## config.mk

```make
export PLATFORM = sky130hd
export DESIGN_NAME = dmem_arbiter
export DESIGN_NICKNAME = d
export VERILOG_FILES = /design/src/rtl/dmem_arbiter.sv
export SDC_FILE = /design/constraint.sdc
export NUM_CORES = 1
export LEC_CHECK = 0
export CAP_MARGIN = 15
export CORE_MARGIN = 1
export CORE_UTILIZATION = 34
export CTS_BUF_LIST = sky130_fd_sc_hd__clkbuf_4 sky130_fd_sc_hd__clkbuf_8
export DETAILED_ROUTE_END_ITERATION = 6
export PLACE_DENSITY_LB_ADDON = 0.08
export SLEW_MARGIN = 20
export SYNTH_ARGS = -nofsm -noshare
export SYNTH_HDL_FRONTEND = slang
export SYNTH_SLANG_ARGS = --single-unit
```

## constraint.sdc

```tcl
create_clock -name clk -period 1.9 [get_ports clk]
set_clock_uncertainty 0.2 [all_clocks]
set_input_delay 0.38 -clock clk [delete_from_list [all_inputs] [get_ports clk]]
set_output_delay 0.38 -clock clk [all_outputs]
set_load 0.01 [all_outputs]
```

## src/rtl/dmem_arbiter.sv

```systemverilog
// dmem_arbiter: two-port arbiter/sequencer in front of the single-port 8-bit data memory.
// Port A (pipeline MEM stage) has fixed priority; port B (debug/loader) is protected from
// starvation by a wait counter. Commands are registered onto the memory bus one cycle after
// grant, and read data is routed back to the issuing port two cycles after grant.
// Optional build macro DMEM_ARB_STATS_EN enables the conflict_cnt contention statistic.

module dmem_arbiter #(
  parameter int unsigned STARVE_LIMIT = 4,
  parameter int unsigned CNT_W        = 3
) (
  input  logic        clk,
  input  logic        reset,
  // Port A: pipeline MEM stage
  input  logic        req_a,
  input  logic        we_a,
  input  logic [7:0]  addr_a,
  input  logic [7:0]  wdata_a,
  output logic        gnt_a,
  output logic        rvalid_a,
  // Port B: debug / loader
  input  logic        req_b,
  input  logic        we_b,
  input  logic [7:0]  addr_b,
  input  logic [7:0]  wdata_b,
  output logic        gnt_b,
  output logic        rvalid_b,
  // Shared read data
  output logic [7:0]  rdata,
  // Memory command bus
  output logic        mem_read,
  output logic        mem_write,
  output logic [7:0]  mem_addr,
  output logic [7:0]  mem_wdata,
  input  logic [7:0]  mem_rdata,
  // Statistics
  output logic [15:0] conflict_cnt
);

  localparam logic [CNT_W-1:0] Limit   = CNT_W'(STARVE_LIMIT);
  localparam bit               ForceEn = (STARVE_LIMIT != 0);

  logic [CNT_W-1:0] wait_cnt_q, wait_cnt_d;
  logic             mem_read_q, mem_read_d;
  logic             mem_write_q, mem_write_d;
  logic [7:0]       mem_addr_q, mem_addr_d;
  logic [7:0]       mem_wdata_q, mem_wdata_d;
  // Port that issued the command now on the bus (0 = A, 1 = B); with mem_read_q it forms
  // the read tag.
  logic             tag_port_q, tag_port_d;
  logic             rvalid_a_q, rvalid_a_d;
  logic             rvalid_b_q, rvalid_b_d;
  logic             force_b;
  logic             gnt_a_c, gnt_b_c;

  // Arbitration: A wins contention unless B has waited STARVE_LIMIT cycles.
  always_comb begin
    force_b = ForceEn && (wait_cnt_q == Limit);
    gnt_a_c = 1'b0;
    gnt_b_c = 1'b0;
    if (!reset) begin
      if (req_a && req_b) begin
        if (force_b) begin
          gnt_b_c = 1'b1;
        end else begin
          gnt_a_c = 1'b1;
        end
      end else if (req_a) begin
        gnt_a_c = 1'b1;
      end else if (req_b) begin
        gnt_b_c = 1'b1;
      end
    end
  end

  assign gnt_a = gnt_a_c;
  assign gnt_b = gnt_b_c;

  // Starvation counter: counts B's losing cycles, saturating at the limit.
  always_comb begin
    wait_cnt_d = wait_cnt_q;
    if (reset || !req_b || gnt_b_c) begin
      wait_cnt_d = '0;
    end else if (wait_cnt_q != Limit) begin
      wait_cnt_d = wait_cnt_q + 1'b1;
    end
  end

  // Issue stage and read-return tag: next-state of the memory command bus.
  always_comb begin
    mem_read_d  = 1'b0;
    mem_write_d = 1'b0;
    mem_addr_d  = mem_addr_q;
    mem_wdata_d = mem_wdata_q;
    tag_port_d  = tag_port_q;
    // Read data arrives the cycle after the read sits on the bus.
    rvalid_a_d  = mem_read_q && !tag_port_q;
    rvalid_b_d  = mem_read_q && tag_port_q;
    if (gnt_a_c) begin
      mem_read_d  = !we_a;
      mem_write_d = we_a;
      mem_addr_d  = addr_a;
      mem_wdata_d = wdata_a;
      tag_port_d  = 1'b0;
    end else if (gnt_b_c) begin
      mem_read_d  = !we_b;
      mem_write_d = we_b;
      mem_addr_d  = addr_b;
      mem_wdata_d = wdata_b;
      tag_port_d  = 1'b1;
    end
    if (reset) begin
      mem_read_d  = 1'b0;
      mem_write_d = 1'b0;
      mem_addr_d  = 8'h00;
      mem_wdata_d = 8'h00;
      tag_port_d  = 1'b0;
      rvalid_a_d  = 1'b0;
      rvalid_b_d  = 1'b0;
    end
  end

  // State registers (reset folded into the next-state logic above).
  always_ff @(posedge clk) begin
    wait_cnt_q  <= wait_cnt_d;
    mem_read_q  <= mem_read_d;
    mem_write_q <= mem_write_d;
    mem_addr_q  <= mem_addr_d;
    mem_wdata_q <= mem_wdata_d;
    tag_port_q  <= tag_port_d;
    rvalid_a_q  <= rvalid_a_d;
    rvalid_b_q  <= rvalid_b_d;
  end

  assign mem_read  = mem_read_q;
  assign mem_write = mem_write_q;
  assign mem_addr  = mem_addr_q;
  assign mem_wdata = mem_wdata_q;
  assign rdata     = mem_rdata;
  // Gating with reset kills a return that would land in the first reset cycle.
  assign rvalid_a  = rvalid_a_q && !reset;
  assign rvalid_b  = rvalid_b_q && !reset;

`ifdef DMEM_ARB_STATS_EN
  logic [15:0] conflict_q, conflict_d;

  // Contention statistic: cycles with both ports requesting, saturating.
  always_comb begin
    conflict_d = conflict_q;
    if (reset) begin
      conflict_d = 16'h0000;
    end else if (req_a && req_b && (conflict_q != 16'hFFFF)) begin
      conflict_d = conflict_q + 16'h0001;
    end
  end

  // Statistic register.
  always_ff @(posedge clk) begin
    conflict_q <= conflict_d;
  end

  assign conflict_cnt = conflict_q;
`else
  assign conflict_cnt = 16'h0000;
`endif

endmodule

```

==> impl_metrics.json <==
{
  "yosysTopAreaCell": "dfxtp_1",
  "cp.arrival_ns": 1.38,
  "critPathCaptureType": "output port",
  "clk_pin_slew_ns": 0.09,
  "drive_gt1_frac": 0.238,
  "crit_type": "register to output port",
  "synthCells": 155,
  "cpPeakStageDelay_ns": 0.35,
  "rsz0062_at_grt": "true",
  "wl_met3_um": 216,
  "dp.cells": 255,
  "cts_tree": "yes",
  "cts.sinks": 24,
  "io_pins": 92,
  "start_kind": "register",
  "final_hold_viol_count": 0,
  "ir_worst_vdd_mv": 0.451,
  "crit_path_top_delay_cell": "dfxtp_2",
  "final.period_utilization": 1.03,
  "syn_avg_cell_area_um2": 9.27,
  "outcome": "finished with violations",
  "cts_inserted_buffers": 3,
  "port_buffers": 59,
  "worstPathRequired_ns": 1.32,
  "antenna_found_initial": 0,
  "crit_chain": "inv_2 -> ha_4 -> and3_4 -> or2_4 -> inv_2 -> buf_6",
  "critical_path.top_delay_family": "simple AND/OR/NAND/NOR gates",
  "dr_total_vias": 1330,
  "whs_ns": 0.252,
  "syn_area_um2": 1440,
  "wl_met2_um": 2010,
  "hpwlAfterDp_um": 2730,
  "drt-vias-per-instance": 5.12,
  "max_freq_ghz": 0.510,
  "diodes": 0,
  "grt_pass1_vias": 1249,
  "ys_ff_latch": 24,
  "synth-seq-area-share": 0.334,
  "die-width_um": 67.0,
  "detail-route-antenna-nets": 0,
  "ys_top_cells_by_area": "dfxtp_1 33%, buf_4 13%, a311oi_2 9.4%",
  "fp.dieArea_um2": 4490,
  "p_total_mw": 1.22,
  "yosys_warnings": 0,
  "async_reset_ff_frac": 0,
  "synth_edf_count": 0,
  "fin_tns_setup_ns": -0.0734,
  "final_cells": 260,
  "top_layer": "met4",
  "path_max_fanout": 2,
  "fillers": 359,
  "final_max_slew_viol_count": 0,
  "clockBufferDepth": 2,
  "grt_max_degree": 22,
  "clk_latency_ns": 0.27,
  "wl_met1_um": 1640,
  "synth_top_cell_area_share": 0.334,
  "fin_util": 0.526,
  "routed_wl_um": 3900,
  "place_congestion": 0.763,
  "grt_use_total": 0.182,
  "route.detailed.drc": 0,
  "cp_num_buf_inv": 3,
  "first_pass_iters": 4,
  "ys.flop_type": "dfxtp_1",
  "fin_nets": 259,
  "fin_crit_ns": 1.96,
  "area_delta_synth_final_pct": 47.6,
  "setup_ws_ns": -0.0592,
  "power.density_nw_per_um2": 574,
  "maxCapViolCount": 0,
  "start_util": 0.357,
  "num_rows": 23,
  "grt_first_pass_wirelength_um": 6100,
  "cellLeakagePower_nw": 0.804,
  "hp-class": "register to register",
  "grt_remaining_overflow": 0,
  "cts_root_buf": "clkbuf_8",
  "holdBufCountCts": 0,
  "wl_per_cell_um": 15.0,
  "die_h_um": 67.0,
  "violations": "setup timing",
  "core_area_um2": 4030,
  "path_common_cell": "inv_2",
  "ys_types": 31,
  "htreeDepth": 1,
  "synth_common_cells": "24 x buf_4, 24 x dfxtp_1, 18 x nor3_1, 16 x o21ai_0, 12 x or3b_1",
  "drtIter0Drc": 32,
  "setup_viol": 2
}
sequential cells by signal, indices dropped and copies added (netlist names):
signal	flops
mem_addr	8
mem_read	1
mem_wdata	8
mem_write	1
rvalid_a_q	1
rvalid_b_q	1
tag_port_q	1
wait_cnt_q	3
final timing paths:
check / to / cells after the start / from / slack, ns
min: rvalid_a_q / 1 / tag_port_q / 0.25
min reg2reg: rvalid_a_q / 1 / tag_port_q / 0.25
max: gnt_a / 6 / wait_cnt_q[1] / -0.06
max reg2reg: mem_wdata[2] / 7 / wait_cnt_q[1] / 0.05
metrics by stage:
| stage | setup WS [ns] | instance area, um^2 |
|---|---|---|
| after floorplan | 0.0313 | 1500 |
| after global placement | -0.509 | 1990 |
| after detailed placement | -0.552 | 1990 |
| after CTS | -0.0837 | 2050 |
| after global routing | -0.109 | 2120 |
| final | -0.0592 | 2120 |
worst reg2reg max path, cell delays in order (launching register included):
cell and delay, ns:
dfxtp_2 0.33, inv_2 0.06, ha_4 0.13, buf_4 0.12, a21boi_4 0.07, buf_8 0.15, or3b_2 0.48, a311oi_2 0.23
power breakdown:
part / switching [mW] / total, mW / internal, mW
combinational: 0.134 / 0.316 / 0.182
sequential: 0.0152 / 0.549 / 0.534
clock: 0.167 / 0.352 / 0.185
metal layers:
layer,GRT usage,vias to the layer above
met2,0.336,55
li1,-,634
met5,0,-
met4,0.0319,0
met1,0.207,639
met3,0.0514,2
cells in the final DEF (no fill, tap or decap), types with 2 or more instances in the layout:
| master | count |
|---|---|
| clkdlybuf4s50_1 | 52 |
| dfxtp_1 | 22 |
| nor3_1 | 18 |
| o21ai_0 | 16 |
| conb_1 | 16 |
| a311oi_2 | 13 |
| buf_4 | 13 |
| or3b_1 | 11 |
| or3b_4 | 4 |
| clkbuf_8 | 4 |
| dlygate4sd2_1 | 4 |
| inv_2 | 3 |
| a311oi_1 | 3 |
| nor2b_1 | 2 |
| inv_1 | 2 |
| nor3b_1 | 2 |
| nand2_1 | 2 |
| buf_6 | 2 |
| dfxtp_2 | 2 |
timing repair:
action / CTS / global route
gates resized for setup: 19 / 15
gates cloned: 0 / 0
pin swaps: 8 / 5
setup endpoints to repair: 10 / 16
buffers inserted: 0 / 1
area by class of cell:
cell class,count,area (um^2),share of cell area
clock buffer,4,55.1,0.0260
inverter,5,18.8,0.00885
multi-input combinational,103,792,0.374
sequential,24,483,0.228
tap,50,62.6,0.0295
timing repair buffer,74,708,0.334
kinds of logic (layout without fill, tap and decap cells):
| family | Yosys count | after routing | synth area share |
|---|---|---|---|
| fa+ha+maj | 2 | 2 | 0.0174 |
| mux | 1 | 1 | 0.00697 |
| buf+inv | 43 | 83 | 0.199 |
| flops | 24 | 24 | 0.334 |
| simple gates | 47 | 47 | 0.219 |
| compound gates | 37 | 37 | 0.221 |
| other cells | 1 | 16 | 0.00261 |
No activity file was read; power rests on OpenSTA's default activity.
